$ cat src/rtl/max7219_pkg.sv
// Shared constants, state types and helpers for the MAX7219 display driver.
// Register addresses follow the MAX7219 map; digit k lives at address k.
package max7219_pkg;

    localparam logic [3:0] ADDR_DIGIT0    = 4'h1;
    localparam logic [3:0] ADDR_DIGIT1    = 4'h2;
    localparam logic [3:0] ADDR_DIGIT2    = 4'h3;
    localparam logic [3:0] ADDR_DIGIT3    = 4'h4;
    localparam logic [3:0] ADDR_DIGIT4    = 4'h5;
    localparam logic [3:0] ADDR_DIGIT5    = 4'h6;
    localparam logic [3:0] ADDR_DIGIT6    = 4'h7;
    localparam logic [3:0] ADDR_DIGIT7    = 4'h8;
    localparam logic [3:0] ADDR_DECODE    = 4'h9;
    localparam logic [3:0] ADDR_INTENSITY = 4'hA;
    localparam logic [3:0] ADDR_SCANLIMIT = 4'hB;
    localparam logic [3:0] ADDR_SHUTDOWN  = 4'hC;
    localparam logic [3:0] ADDR_TEST      = 4'hF;

    typedef enum logic [3:0] {
        SEQ_INIT0,
        SEQ_INIT1,
        SEQ_INIT2,
        SEQ_INIT3,
        SEQ_INIT4,
        SEQ_DIGIT1,
        SEQ_DIGIT2,
        SEQ_DIGIT3,
        SEQ_DIGIT4,
        SEQ_DIGIT5,
        SEQ_DIGIT6,
        SEQ_DIGIT7,
        SEQ_DIGIT8,
        SEQ_SHIFT,
        SEQ_GAP
    } seq_state_e;

    typedef enum logic [1:0] {
        TX_IDLE,
        TX_SHIFT,
        TX_GAP
    } tx_state_e;

    // Segment order D7..D0 = DP,A,B,C,D,E,F,G; DP is never lit.
    function automatic logic [7:0] hex_to_seg(input logic [3:0] nib);
        logic [7:0] seg;
        case (nib)
            4'h0: seg = 8'h7E;
            4'h1: seg = 8'h30;
            4'h2: seg = 8'h6D;
            4'h3: seg = 8'h79;
            4'h4: seg = 8'h33;
            4'h5: seg = 8'h5B;
            4'h6: seg = 8'h5F;
            4'h7: seg = 8'h70;
            4'h8: seg = 8'h7F;
            4'h9: seg = 8'h7B;
            4'hA: seg = 8'h77;
            4'hB: seg = 8'h1F;
            4'hC: seg = 8'h4E;
            4'hD: seg = 8'h3D;
            4'hE: seg = 8'h4F;
            default: seg = 8'h47;
        endcase
        return seg;
    endfunction

    function automatic logic [15:0] pack_word(input logic [3:0] addr, input logic [7:0] data);
        return {4'h0, addr, data};
    endfunction

endpackage

$ cat src/rtl/max7219_shift_tx.sv
// Generic MSB-first serial shifter with LOAD/CS framing and an idle gap.
// busy stays high from the accepted start through the 2*HALF cs-high gap.
module max7219_shift_tx
    import max7219_pkg::*;
#(
    parameter int WIDTH = 32,
    parameter int HALF  = 4
) (
    input  logic             sysclk,
    input  logic             reset,
    input  logic             start_i,
    input  logic [WIDTH-1:0] data_i,
    output logic             busy_o,
    output logic             gap_last_o,
    output logic             spi_clk_o,
    output logic             dout_o,
    output logic             cs_o,
    output logic             stop_o
);

    localparam int CW = $clog2(2 * HALF) + 1;
    localparam int BW = $clog2(WIDTH + 1);

    tx_state_e        state_q, state_d;
    logic [WIDTH-1:0] shreg_q, shreg_d;
    logic [BW-1:0]    bit_q, bit_d;
    logic [CW-1:0]    half_q, half_d;
    logic [CW-1:0]    gap_q, gap_d;
    logic             spi_clk_q, spi_clk_d;
    logic             dout_q, dout_d;
    logic             cs_q, cs_d;
    logic             stop_q, stop_d;

    always_ff @(posedge sysclk) begin
        if (reset) begin
            state_q   <= TX_IDLE;
            shreg_q   <= '0;
            bit_q     <= '0;
            half_q    <= '0;
            gap_q     <= '0;
            spi_clk_q <= 1'b0;
            dout_q    <= 1'b0;
            cs_q      <= 1'b1;
            stop_q    <= 1'b0;
        end else begin
            state_q   <= state_d;
            shreg_q   <= shreg_d;
            bit_q     <= bit_d;
            half_q    <= half_d;
            gap_q     <= gap_d;
            spi_clk_q <= spi_clk_d;
            dout_q    <= dout_d;
            cs_q      <= cs_d;
            stop_q    <= stop_d;
        end
    end

    always_comb begin
        state_d   = state_q;
        shreg_d   = shreg_q;
        bit_d     = bit_q;
        half_d    = half_q;
        gap_d     = gap_q;
        spi_clk_d = spi_clk_q;
        dout_d    = dout_q;
        cs_d      = cs_q;
        stop_d    = stop_q;
        case (state_q)
            TX_IDLE: begin
                // stop holds through the idle cycle so the gap reads a full 2*HALF.
                if (start_i) begin
                    state_d   = TX_SHIFT;
                    shreg_d   = data_i;
                    dout_d    = data_i[WIDTH-1];
                    cs_d      = 1'b0;
                    spi_clk_d = 1'b0;
                    stop_d    = 1'b0;
                    half_d    = CW'(HALF - 1);
                    bit_d     = BW'(WIDTH - 1);
                end
            end
            TX_SHIFT: begin
                if (half_q == '0) begin
                    half_d = CW'(HALF - 1);
                    if (!spi_clk_q) begin
                        spi_clk_d = 1'b1;
                    end else begin
                        spi_clk_d = 1'b0;
                        if (bit_q == '0) begin
                            state_d = TX_GAP;
                            cs_d    = 1'b1;
                            dout_d  = 1'b0;
                            stop_d  = 1'b1;
                            gap_d   = CW'(2 * HALF - 2);
                        end else begin
                            bit_d   = bit_q - 1'b1;
                            shreg_d = shreg_q << 1;
                            dout_d  = shreg_q[WIDTH-2];
                        end
                    end
                end else begin
                    half_d = half_q - 1'b1;
                end
            end
            TX_GAP: begin
                if (gap_q == '0) begin
                    state_d = TX_IDLE;
                end else begin
                    gap_d = gap_q - 1'b1;
                end
            end
            default: state_d = TX_IDLE;
        endcase
    end

    assign busy_o     = (state_q != TX_IDLE);
    assign gap_last_o = (state_q == TX_GAP) && (gap_q == '0);
    assign spi_clk_o  = spi_clk_q;
    assign dout_o     = dout_q;
    assign cs_o       = cs_q;
    assign stop_o     = stop_q;

endmodule

$ cat src/rtl/max7219_display.sv
// Debug hex display over a MAX7219 daisy chain: init once, then refresh digits forever.
// Define MAX7219_PERIODIC_REINIT_EN to resend the init block after every refresh pass.
//
// state       | meaning
// ------------+--------------------------------------------------
// SEQ_INIT0   | send test-mode off (0x0F00)
// SEQ_INIT1   | send scan limit = 8 digits (0x0B07)
// SEQ_INIT2   | send no-decode (0x0900)
// SEQ_INIT3   | send intensity (0x0A0n)
// SEQ_INIT4   | send normal operation (0x0C01)
// SEQ_DIGITk  | send digit k from the frame, k = 1..8
// SEQ_SHIFT   | words shifting out, cs low
// SEQ_GAP     | cs high idle gap before the next step
module max7219_display
    import max7219_pkg::*;
#(
    parameter int NUM_CASCADES    = 2,
    parameter int INTENSITY       = 1,
    parameter int SPI_HALF_PERIOD = 4
) (
    input  logic        sysclk,
    input  logic        reset,
    input  logic [7:0]  frame [4*NUM_CASCADES],
    output logic        spi_clk,
    output logic        dout,
    output logic        cs,
    output logic        stop,
    output logic [10:1] pin
);

    localparam int         WIDTH = 16 * NUM_CASCADES;
    localparam int         FW    = $clog2(4 * NUM_CASCADES);
    localparam logic [3:0] INTENSITY_NIB = 4'(INTENSITY);

    seq_state_e       state_q, state_d;
    seq_state_e       after_q, after_d;
    logic             run_q;
    logic             tx_start;
    logic             tx_busy;
    logic             tx_gap_last;
    logic [WIDTH-1:0] tx_data;
    logic [15:0]      init_word;
    logic [3:0]       digit_addr;
    logic             is_digit;
    logic [1:0]       byte_sel;
    logic [FW-1:0]    byte_idx;
    logic [7:0]       sel_byte;

    function automatic seq_state_e next_step(input seq_state_e cur);
        seq_state_e nxt;
        if (cur == SEQ_DIGIT8) begin
`ifdef MAX7219_PERIODIC_REINIT_EN
            nxt = SEQ_INIT0;
`else
            nxt = SEQ_DIGIT1;
`endif
        end else begin
            nxt = seq_state_e'(4'(cur) + 4'd1);
        end
        return nxt;
    endfunction

    always_ff @(posedge sysclk) begin
        if (reset) begin
            state_q <= SEQ_INIT0;
            after_q <= SEQ_INIT1;
            run_q   <= 1'b0;
        end else begin
            state_q <= state_d;
            after_q <= after_d;
            run_q   <= 1'b1;
        end
    end

    // Step states launch their word the moment the shifter is free, so the
    // shifter's gap alone sets the spacing between transactions.
    always_comb begin
        state_d  = state_q;
        after_d  = after_q;
        tx_start = 1'b0;
        case (state_q)
            SEQ_SHIFT: begin
                if (tx_gap_last) begin
                    state_d = after_q;
                end else if (stop) begin
                    state_d = SEQ_GAP;
                end
            end
            SEQ_GAP: begin
                if (tx_gap_last) begin
                    state_d = after_q;
                end
            end
            default: begin
                if (!tx_busy) begin
                    tx_start = 1'b1;
                    state_d  = SEQ_SHIFT;
                    after_d  = next_step(state_q);
                end
            end
        endcase
    end

    always_comb begin
        init_word  = '0;
        digit_addr = '0;
        is_digit   = 1'b0;
        case (state_q)
            SEQ_INIT0:  init_word = pack_word(ADDR_TEST, 8'h00);
            SEQ_INIT1:  init_word = pack_word(ADDR_SCANLIMIT, 8'h07);
            SEQ_INIT2:  init_word = pack_word(ADDR_DECODE, 8'h00);
            SEQ_INIT3:  init_word = pack_word(ADDR_INTENSITY, {4'h0, INTENSITY_NIB});
            SEQ_INIT4:  init_word = pack_word(ADDR_SHUTDOWN, 8'h01);
            SEQ_DIGIT1: begin is_digit = 1'b1; digit_addr = ADDR_DIGIT0; end
            SEQ_DIGIT2: begin is_digit = 1'b1; digit_addr = ADDR_DIGIT1; end
            SEQ_DIGIT3: begin is_digit = 1'b1; digit_addr = ADDR_DIGIT2; end
            SEQ_DIGIT4: begin is_digit = 1'b1; digit_addr = ADDR_DIGIT3; end
            SEQ_DIGIT5: begin is_digit = 1'b1; digit_addr = ADDR_DIGIT4; end
            SEQ_DIGIT6: begin is_digit = 1'b1; digit_addr = ADDR_DIGIT5; end
            SEQ_DIGIT7: begin is_digit = 1'b1; digit_addr = ADDR_DIGIT6; end
            SEQ_DIGIT8: begin is_digit = 1'b1; digit_addr = ADDR_DIGIT7; end
            default: ;
        endcase
    end

    // Digit k takes byte (8-k)/2 of its device: digit 8 (leftmost) is byte 0's high nibble.
    assign byte_sel = 2'((4'd8 - digit_addr) >> 1);

    always_comb begin
        tx_data  = '0;
        byte_idx = '0;
        sel_byte = '0;
        for (int c = 0; c < NUM_CASCADES; c++) begin
            byte_idx = FW'(4 * c + int'(byte_sel));
            sel_byte = frame[byte_idx];
            if (is_digit) begin
                tx_data[16*c +: 16] = pack_word(digit_addr,
                    hex_to_seg(digit_addr[0] ? sel_byte[3:0] : sel_byte[7:4]));
            end else begin
                tx_data[16*c +: 16] = init_word;
            end
        end
    end

    max7219_shift_tx #(
        .WIDTH (WIDTH),
        .HALF  (SPI_HALF_PERIOD)
    ) u_shift_tx (
        .sysclk     (sysclk),
        .reset      (reset),
        .start_i    (tx_start),
        .data_i     (tx_data),
        .busy_o     (tx_busy),
        .gap_last_o (tx_gap_last),
        .spi_clk_o  (spi_clk),
        .dout_o     (dout),
        .cs_o       (cs),
        .stop_o     (stop)
    );

    assign pin = run_q ? {6'b0, stop, cs, dout, spi_clk} : '0;

endmodule

$ cat config.mk
export PLATFORM = sky130hd
export DESIGN_NAME = max7219_display
export DESIGN_NICKNAME = d
export VERILOG_FILES = /design/src/rtl/max7219_pkg.sv /design/src/rtl/max7219_shift_tx.sv /design/src/rtl/max7219_display.sv
export SDC_FILE = /design/constraint.sdc
export NUM_CORES = 1
export LEC_CHECK = 0
export BUFFER_PORTS_ARGS = -buffer_cell sky130_fd_sc_hd__clkbuf_2
export CORE_MARGIN = 3
export CORE_UTILIZATION = 41
export DETAILED_ROUTE_END_ITERATION = 16
export PLACE_DENSITY = 0.66
export SLEW_MARGIN = 20
export SYNTH_ARGS = -nofsm -noshare
export SYNTH_HDL_FRONTEND = slang
export SYNTH_SLANG_ARGS = --single-unit
export TNS_END_PERCENT = 1
$ cat constraint.sdc
create_clock -name sysclk -period 7.07 [get_ports sysclk]
set_input_delay 0 -clock sysclk [delete_from_list [all_inputs] [get_ports sysclk]]
set_output_delay 0 -clock sysclk [all_outputs]
set_load 0.005 [all_outputs]
==> results.cfg, run 1 <==
[synthesis]
most_used_flip_flop_cell_after_synthesis = sky130_fd_sc_hd__dfxtp_1
synthesized_flop_and_latch_total = 60
count_leader_synth = sky130_fd_sc_hd__dfxtp_1
synth_top_cells_by_count = 60 x sky130_fd_sc_hd__dfxtp_1, 49 x sky130_fd_sc_hd__nor2_1, 41 x sky130_fd_sc_hd__a21oi_1
yosys-top-cells-area = sky130_fd_sc_hd__dfxtp_1 28%, sky130_fd_sc_hd__ha_1 5.8%, sky130_fd_sc_hd__a21oi_1 4.8%
syn-instance-count = 519
syn_avg_cell_area_sq_um = 8.24
netlist.top_cell.by_area = sky130_fd_sc_hd__dfxtp_1
ys_seq_area_share_pct = 28.1
synth.cell_area_sq_mm = 0.00428
synth-async-reset-ratio_pct = 0
synth.lib_cells_used.distinct = 67
synth_top_area_share_pct = 28.1
synth_warnings = 0
number_of_flops_mapped_to_enable_cells_by_yosys = 0

[clock_tree]
insertion_delay_ns = 0.34
cts.htree.levels = 3
post_cts_resize_count = 0
worst_setup_hold_path_clk_slew_ns = 0.07
max-clock-path-buffers = 2
clock_tree.root_cell = sky130_fd_sc_hd__clkbuf_8
cts.hold.buffers_added = 0
tritoncts.num_buffers = 9
post-cts-setup-buffer-count = 0
cts.sinks = 60
tritoncts = yes

[timing]
setup-violations-final = 0
worst_slew_margin_rel_pct = 42.0
finalWorstPathRequiredPeriod_ns = 5.25
worst-slew-pin-transition_ns = 0.870
finalHoldViolations = 0
final.period_utilization_pct = 74.2
fin_setup_tns_ns = 0
achievable-frequency_mhz = 191
final.setup_skew_ns = 0.00524
rsz0062_at_grt = false
slew_viol_final = 0

[cells_and_area]
regArea_sq_mm = 0.00120
antennaDiodeCount = 0
multi_input_area_sq_mm = 0.00277
layout.filler_cells = 970
share_of_cells_above_drive_strength_1_pct = 21.1
design.final.nets = 661
syn2layout_area_growth_pct = 13.6

[status]
outcome = finished, final reports clean

[floorplanning]
initial_core_util_pct = 43.0
coreArea_sq_mm = 0.00995
io-pin-count = 80
dieWidth_microns = 108
die-area_sq_mm = 0.0117
die_h_microns = 108
num_rows = 36

[setup_path]
critical_path_peak_fanout = 20
category_of_the_most_critical_setup_path = flop to flop
cp_data_arrival_time_ns = 5.53
endpoint_kind = flop
worst_r2r_path_depth = 18
category_of_the_worst_setup_path_launch_point = flop
worstPathRequired_ns = 7.36

[grt]
grt_max_degree = 50
gr-total-overflow = 0
grt_antenna_before_repair = 0
grt_pass1_wl_microns = 17900
first_global_vias = 3955
grt_util_all_layers_pct = 18.8

[placement]
place.gp.congestion = 0.884
detailedPlacementHpwl_microns = 7890
placement.io_buffers = 73

[power]
power.sequential.fraction_pct = 35.9
clock_power_share_pct = 31.1
internal-power_uw = 728
powerDensity_mw_per_mm2 = 225
power_leakage_nw = 1.99
power.ir.vdd_worst_uv = 112
power.share.switching_pct = 33.6
comb_power_share_pct = 33.0
power_switching_uw = 368
power_mw = 1.10

[route]
wl_microns = 10600
final_antenna_net_count = 0
detail_route.iter0.violations = 237
drt-pass1-iter-count = 4
remaining_drc_errors = 0
wl_per_cell_microns = 14.9
detailroute.via_count = 4073
number_of_vias_per_cell = 5.72

[hold_path]
min-delay-path-class = primary input to flop
hold_path_depth = 3

[job]
cap_violations = 0
## power by group through the flow
stage / clock (mW) / sequential (mW) / combinational, mW
global placement: 0 / 0.399 / 0.354
detailed placement: 0 / 0.400 / 0.360
floorplan: 0 / 0.392 / 0.290
global route: 0.370 / 0.398 / 0.404
CTS: 0.348 / 0.393 / 0.362
finish: 0.340 / 0.393 / 0.362
## worst paths after layout
check	start	endpoint	slack (ns)
worst min-delay path	reset	u_shift_tx.shreg_q[30]	0.20
worst max register to register	state_q[1]	u_shift_tx.shreg_q[3]	1.82
worst min register to register	u_shift_tx.shreg_q[9]	u_shift_tx.shreg_q[9]	0.45
worst max-delay path	state_q[1]	u_shift_tx.shreg_q[3]	1.82
## cells by family after synthesis
kind of cell             Yosys count  share of synthesized area, %
flip-flops                        60                          28.1
XOR/XNOR                           7                          1.43
multiplexers                      34                          11.7
adder cells (fa/ha/maj)           20                          5.85
AO/OA/AOI/OAI                    158                          24.7
other                              1                        0.0877
AND/OR/NAND/NOR                  175                          20.4
buffers and inverters             64                          7.72
## critical path: stages, from the launching register on
cell and delay (ns):
sky130_fd_sc_hd__dfxtp_1 0.35, sky130_fd_sc_hd__inv_1 0.12, sky130_fd_sc_hd__ha_1 0.42, sky130_fd_sc_hd__nor2_1 0.13, sky130_fd_sc_hd__a21oi_1 0.14, sky130_fd_sc_hd__buf_4 0.21
sky130_fd_sc_hd__clkinv_1 0.47, sky130_fd_sc_hd__ha_1 0.62, sky130_fd_sc_hd__a21boi_4 0.24, sky130_fd_sc_hd__nor2_2 0.62, sky130_fd_sc_hd__mux2_2 0.42, sky130_fd_sc_hd__o21ai_0 0.30
sky130_fd_sc_hd__o21a_1 0.21, sky130_fd_sc_hd__inv_1 0.07, sky130_fd_sc_hd__ha_1 0.20, sky130_fd_sc_hd__inv_1 0.10, sky130_fd_sc_hd__o211ai_1 0.12, sky130_fd_sc_hd__o221ai_1 0.26
sky130_fd_sc_hd__o211a_1 0.17
## registers in the layout (all words and copies together), names as in the netlist
name	cells
u_shift_tx.half_q	4
u_shift_tx.state_q	2
state_q	4
u_shift_tx.dout_o	1
u_shift_tx.bit_q	6
run_q	1
u_shift_tx.spi_clk_o	1
u_shift_tx.cs_o	1
after_q	4
u_shift_tx.gap_q	4
u_shift_tx.stop_o	1
u_shift_tx.shreg_q	31
## per-layer routing
layer,track usage [%],share of wire (%),vias up
met3,4.06,4.8,10
met4,4.69,1.2,0
met5,0,0,-
li1,-,-,2024
met2,34.7,52,107
met1,22.1,42,1932
## per-stage QoR
step | util (%) | worst slack [ns] | area [sq um] | cells | hold WS [ns]
2_1_floorplan | - | 2.70 | 4300 | 524 | 0.200
3_3_place_gp | 46.7 | 2.10 | 4640 | 697 | 0.406
3_5_place_dp | 46.7 | 1.81 | 4640 | 697 | 0.410
4_1_cts | 48.8 | 1.78 | 4860 | 712 | 0.191
5_1_grt | 48.8 | 1.24 | 4860 | 712 | 0.207
6_report | 48.8 | 1.82 | 4860 | 712 | 0.196
## final cells by class
class                   count  share of cell area, %
flip-flops and latches     60                   24.7
clock buffers              11                   2.91
inverters                  24                   1.85
repair buffers             80                   8.60
multi-input cells         400                   57.0
clock inverters             4                   1.52
well taps                 133                   3.42
## cell usage in the layout (no fill, tap or decap), types with 4 or more instances in the layout
| cell type | instances |
|---|---|
| sky130_fd_sc_hd__conb_1 | 6 |
| sky130_fd_sc_hd__inv_1 | 23 |
| sky130_fd_sc_hd__nand2_1 | 37 |
| sky130_fd_sc_hd__ha_1 | 20 |
| sky130_fd_sc_hd__nand3_1 | 15 |
| sky130_fd_sc_hd__o21ai_0 | 26 |
| sky130_fd_sc_hd__a31oi_1 | 8 |
| sky130_fd_sc_hd__clkbuf_8 | 10 |
| sky130_fd_sc_hd__nor2_1 | 49 |
| sky130_fd_sc_hd__xnor2_1 | 6 |
| sky130_fd_sc_hd__a21oi_1 | 41 |
| sky130_fd_sc_hd__nor3_1 | 27 |
| sky130_fd_sc_hd__dfxtp_1 | 60 |
| sky130_fd_sc_hd__a22oi_1 | 15 |
| sky130_fd_sc_hd__a211oi_1 | 8 |
| sky130_fd_sc_hd__mux4_2 | 9 |
| sky130_fd_sc_hd__nor3b_1 | 13 |
| sky130_fd_sc_hd__mux2i_1 | 18 |
| sky130_fd_sc_hd__a21o_1 | 4 |
| sky130_fd_sc_hd__nor4_1 | 4 |
| sky130_fd_sc_hd__buf_4 | 7 |
| sky130_fd_sc_hd__o22ai_1 | 7 |
| sky130_fd_sc_hd__or3_1 | 5 |
| sky130_fd_sc_hd__o211ai_1 | 15 |
| sky130_fd_sc_hd__clkbuf_2 | 73 |
| sky130_fd_sc_hd__and2_1 | 5 |
(Power assumes the default switching activity.)
==> run 2, diff against run 1 <==
Clock period 7.07 ns to 5.1 ns, I/O delays scaled along.
==> run 2 against run 1 <==
  * Total power rose by 44%
  * Combinational power rose by 41%
  * Sequential cell count did not move
  * Clock skew rose by 0.0069 ns
  * Count of clock-buffer cells in the layout fell by 2
  * Worst setup slack got worse by 1.2 ns
  * Non-clock buffer count rose by 1
  * Register-to-register slack got worse by 1.2 ns
  * Clock power rose by 54%
  * Cell area rose by 0.80%
  * Fmax rose by 16%
  * Highest routed layer unchanged
  * Largest power group unchanged
==> results.cfg, run 2 (synthesis results as in run 1) <==
[clock_tree]
tritoncts.num_buffers = 9
worst_setup_hold_path_clk_slew_ns = 0.07
clock_tree.root_cell = sky130_fd_sc_hd__clkbuf_8
cts.hold.buffers_added = 0
insertion_delay_ns = 0.34
cts.sinks = 60
post_cts_resize_count = 0
cts.htree.levels = 3
tritoncts = yes
max-clock-path-buffers = 2
post-cts-setup-buffer-count = 0

[timing]
final.period_utilization_pct = 88.3
setup-violations-final = 0
rsz0062_at_grt = false
achievable-frequency_mhz = 222
slew_viol_final = 0
finalWorstPathRequiredPeriod_ns = 4.51
finalHoldViolations = 0
worst-slew-pin-transition_ns = 1.05
fin_setup_tns_ns = 0
fin_worst_hold_slack_ns = 0.372
worst_slew_margin_rel_pct = 29.8
layout_setup_ws_ns = 0.594
final.setup_skew_ns = 0.0122

[cells_and_area]
share_of_cells_above_drive_strength_1_pct = 21.5
final_common_cell = sky130_fd_sc_hd__clkbuf_2
syn2layout_area_growth_pct = 14.5
antennaDiodeCount = 0
final_core_util_pct = 49.2
stdcell_count = 714
top_regs = u_shift_tx.shreg_q (31), u_shift_tx.bit_q (6)
finalInstanceArea_sq_mm = 0.00490
mostFrequentLayoutCells = 73 x sky130_fd_sc_hd__clkbuf_2, 60 x sky130_fd_sc_hd__dfxtp_1, 49 x sky130_fd_sc_hd__nor2_1
registers.top_by_ff_count = u_shift_tx.shreg_q
largest_register_ffs = 31
design.final.nets = 662

[placement]
place.gp.congestion = 0.885
detailedPlacementHpwl_microns = 8070
post_dp_cell_area_sq_mm = 0.00465
place.detailed.instances = 698
placement.io_buffers = 73
placement.setup.worst_slack_ns = 0.591

[setup_path]
crit_path_max_incr_delay_ns = 0.65
category_of_the_worst_setup_path_launch_point = flop
r2r_slack_ns = 0.59
crit_top_cell = sky130_fd_sc_hd__mux2i_1
cp_data_arrival_time_ns = 4.79
worstPathCellList = nand2b_1 -> a21oi_1 -> clkinv_1 -> buf_4 -> ha_1 -> a21boi_4 -> nor2_2 -> buf_4 -> mux2i_1 -> mux2i_1 -> mux2i_1 -> inv_1 -> ha_1 -> a211o_1 -> o221ai_1 -> o211a_1
crit_start = state_q[3]
category_of_the_most_critical_setup_path = flop to flop
critical_path_peak_fanout = 20
worstPathRequired_ns = 5.38
endpoint_kind = flop
critical-path-slowest-cell = sky130_fd_sc_hd__dfxtp_1
launch_point_of_the_worst_reg_to_reg_path = state_q[3]

[route]
drt-pass1-iter-count = 6
final_antenna_net_count = 0
wl_per_cell_microns = 15.2
remaining_drc_errors = 0
wl_microns = 10800
number_of_vias_per_cell = 5.78
detail_route.iter0.violations = 311
detailroute.via_count = 4124

[floorplanning]
io-pin-count = 80
initial_core_util_pct = 43.0
coreArea_sq_mm = 0.00995
num_rows = 36
die-area_sq_mm = 0.0117
die_h_microns = 108
dieWidth_microns = 108

[grt]
grt_util_all_layers_pct = 18.8
grt_pass1_wl_microns = 18100
grt_max_degree = 50
grt_antenna_before_repair = 0
first_global_vias = 3965
gr-total-overflow = 0

[power]
power.ir.vdd_worst_uv = 137
power_leakage_nw = 2.00
power_mw = 1.58
powerDensity_mw_per_mm2 = 322

[job]
cap_violations = 0

[status]
outcome = finished, final reports clean

[hold_path]
min-delay-path-class = primary input to flop
holdCritStartpoint = frame[29]
run 2: cell count changes in the layout (fill, tap and decap cells not counted):
cell                         previous run  this run
sky130_fd_sc_hd__clkbuf_8              10         9
sky130_fd_sc_hd__bufinv_16              2         3
sky130_fd_sc_hd__inv_6                  0         1
sky130_fd_sc_hd__clkinvlp_4             0         2
sky130_fd_sc_hd__clkbuf_1               1         0
sky130_fd_sc_hd__buf_4                  7         8
sky130_fd_sc_hd__clkinv_2               1         0
run 2: power breakdown:
group / switching [mW] / internal [mW]
registers: 0.0340 / 0.511
logic: 0.294 / 0.215
clock network: 0.198 / 0.327
total: 0.527 / 1.05
run 2: layout make-up:
class | count | area [sq um]
tap | 133 | 166
clock buffer | 9 | 124
clock inverter | 7 | 123
sequential | 60 | 1200
multi-input combinational | 400 | 2770
inverter | 24 | 90.1
fill | 969 | 5060
timing repair buffer | 81 | 425
run 2: layer usage:
metal / GRT usage, % / vias to the layer above / share of wire [%]
met5: 0 / - / 0
met4: 6.49 / 0 / 1.6
met3: 3.22 / 16 / 4.3
met2: 33.9 / 120 / 51
met1: 22.5 / 1964 / 43
li1: - / 2024 / -
run 2: critical path: cells and delay by family (launching register included):
kind / cells / cell delay [ns]
buffers and inverters: 4 / 0.69
adders and majority gates: 2 / 0.67
and+or+nand+nor: 2 / 0.75
DFF: 1 / 0.65
muxes: 3 / 0.61
AOI/OAI and AO/OA: 5 / 1.09
run 2: worst paths after layout:
kind | to | cells after the start
worst max-delay path | u_shift_tx.shreg_q[3] | 16
worst min-delay path | u_shift_tx.shreg_q[21] | 5
worst min register to register | u_shift_tx.shreg_q[9] | 2
worst max register to register | u_shift_tx.shreg_q[3] | 16
==> run 3, diff against run 2 <==
Settings changed: PLACE_DENSITY 0.66 to 0.68.
Clock period 5.1 ns to 4.9 ns, I/O delays scaled along.
==> run 3 against run 2 <==
  * Register-to-register slack gained 0.04 ns
  * Final cell count grew 0.14%
  * Global-route usage shrank 0.10 points
  * Worst setup slack gained 0.044 ns
  * Critical path depth shrank 1
  * Core utilization is essentially flat
  * Sequential power grew 4.0%
  * Critical endpoint unchanged
  * Largest power group unchanged
  * Highest routed layer unchanged
==> results.cfg, run 3 (synthesis results as in run 1) <==
[route]
final_antenna_net_count = 0
detail_route.iter0.violations = 328
wl_microns = 10800
detailroute.via_count = 4101
wl_per_cell_microns = 15.0
number_of_vias_per_cell = 5.74
remaining_drc_errors = 0
drt-pass1-iter-count = 5

[grt]
grt_pass1_wl_microns = 17800
first_global_vias = 3874
grt_util_all_layers_pct = 18.7
grt_antenna_before_repair = 0
gr-total-overflow = 0
grt_max_degree = 50

[setup_path]
cp_data_arrival_time_ns = 4.55
worstPathCellList = nand2b_1 -> a21oi_1 -> clkinv_1 -> ha_1 -> a21boi_4 -> nor2_2 -> mux2_2 -> o21ai_0 -> o21a_1 -> inv_1 -> ha_1 -> inv_1 -> o211ai_1 -> o221ai_1 -> o211a_1
endpoint_kind = flop
category_of_the_most_critical_setup_path = flop to flop
critical_path_peak_fanout = 20
critical-path-slowest-cell = sky130_fd_sc_hd__dfxtp_1
category_of_the_worst_setup_path_launch_point = flop
worstPathRequired_ns = 5.19
crit_path_max_incr_delay_ns = 0.64

[hold_path]
min-delay-path-class = primary input to flop

[placement]
detailedPlacementHpwl_microns = 7950
placement.io_buffers = 73
place.gp.congestion = 0.861

[status]
outcome = finished, final reports clean

[clock_tree]
cts.hold.buffers_added = 0
clock_tree.root_cell = sky130_fd_sc_hd__clkbuf_8
insertion_delay_ns = 0.34
tritoncts.num_buffers = 9
max-clock-path-buffers = 2
cts.sinks = 60
post_cts_resize_count = 0
worst_setup_hold_path_clk_slew_ns = 0.07
tritoncts = yes
cts.htree.levels = 3
post-cts-setup-buffer-count = 0

[floorplanning]
die_h_microns = 108
die-area_sq_mm = 0.0117
num_rows = 36
initial_core_util_pct = 43.0
io-pin-count = 80
dieWidth_microns = 108
coreArea_sq_mm = 0.00995

[cells_and_area]
layout.filler_cells = 971
antennaDiodeCount = 0
top_regs = u_shift_tx.shreg_q (31), u_shift_tx.bit_q (6)
share_of_cells_above_drive_strength_1_pct = 21.5
largest_register_ffs = 31
design.final.nets = 663
mostFrequentLayoutCells = 73 x sky130_fd_sc_hd__clkbuf_2, 60 x sky130_fd_sc_hd__dfxtp_1, 49 x sky130_fd_sc_hd__nor2_1
syn2layout_area_growth_pct = 14.5
registers.top_by_ff_count = u_shift_tx.shreg_q
final_common_cell = sky130_fd_sc_hd__clkbuf_2

[timing]
achievable-frequency_mhz = 235
finalWorstPathRequiredPeriod_ns = 4.26
rsz0062_at_grt = false
worst_slew_margin_rel_pct = 30.3
finalHoldViolations = 0
setup-violations-final = 0
final.period_utilization_pct = 87.0
worst-slew-pin-transition_ns = 1.05
final.setup_skew_ns = 0.0109
slew_viol_final = 0
fin_setup_tns_ns = 0

[power]
power.ir.vdd_worst_uv = 142
powerDensity_mw_per_mm2 = 334
power_leakage_nw = 2.01
power_mw = 1.63

[job]
cap_violations = 0
## run 3: cell types whose count changed in the layout (fill, tap and decap cells not counted), sizes merged
cell      delta
clkinvlp     -2
buf          +1
clkbuf       +1
inv          -1
clkinv       +2
## run 3: routing by layer
layer | share of wire, % | GRT usage, % | vias up
met1 | 44 | 23.3 | 1959
li1 | - | - | 2025
met2 | 50 | 33.0 | 108
met3 | 4.2 | 3.52 | 9
met4 | 1.0 | 5.14 | 0
met5 | 0 | 0 | -
## run 3: worst paths after layout
check	from	end	slack, ns	cells past startpoint
worst max-delay path	state_q[3]	u_shift_tx.shreg_q[3]	0.64	15
worst min-delay path	frame[25]	u_shift_tx.shreg_q[21]	0.35	5
worst max register to register	state_q[3]	u_shift_tx.shreg_q[3]	0.64	15
worst min register to register	u_shift_tx.shreg_q[9]	u_shift_tx.shreg_q[9]	0.46	2
## run 3: area by class of cell
class                           instances  area, sq um  area share (%)
Multi-Input combinational cell        400         2770            56.5
Sequential cell                        60         1200            24.5
Timing Repair Buffer                   82          433            8.84
Tap cell                              133          166            3.40
Clock buffer                           10          128            2.60
Clock inverter                          6          113            2.30
Inverter                               24         90.1            1.84
## run 3: worst max-delay path, delay by kind of cell (launching register included)
family                     cells  cell delay (ns)
adders and majority gates      2             0.62
muxes                          1             0.40
buffers and inverters          3             0.30
and+or+nand+nor                2             0.70
DFF                            1             0.64
AOI/OAI and AO/OA              7             1.55
## run 3: through the flow
step | std cells | hold WS [ns] | util [%] | cell area, sq um | worst slack [ns]
floorplan | 524 | 0.200 | - | 4300 | 0.530
global placement | 699 | 0.402 | 46.8 | 4660 | 0.867
detailed placement | 699 | 0.404 | 46.8 | 4660 | 0.708
CTS | 715 | 0.339 | 49.2 | 4900 | 0.682
global route | 715 | 0.400 | 49.2 | 4900 | 0.211
finish | 715 | 0.351 | 49.2 | 4900 | 0.638
## run 3: power by group
group,leakage (nW),internal [mW],total (mW),switching [mW]
sequential,0.492,0.531,0.567,0.0354
clock,0.120,0.339,0.540,0.202
combinational,1.40,0.224,0.527,0.303
total,2.01,1.09,1.63,0.540
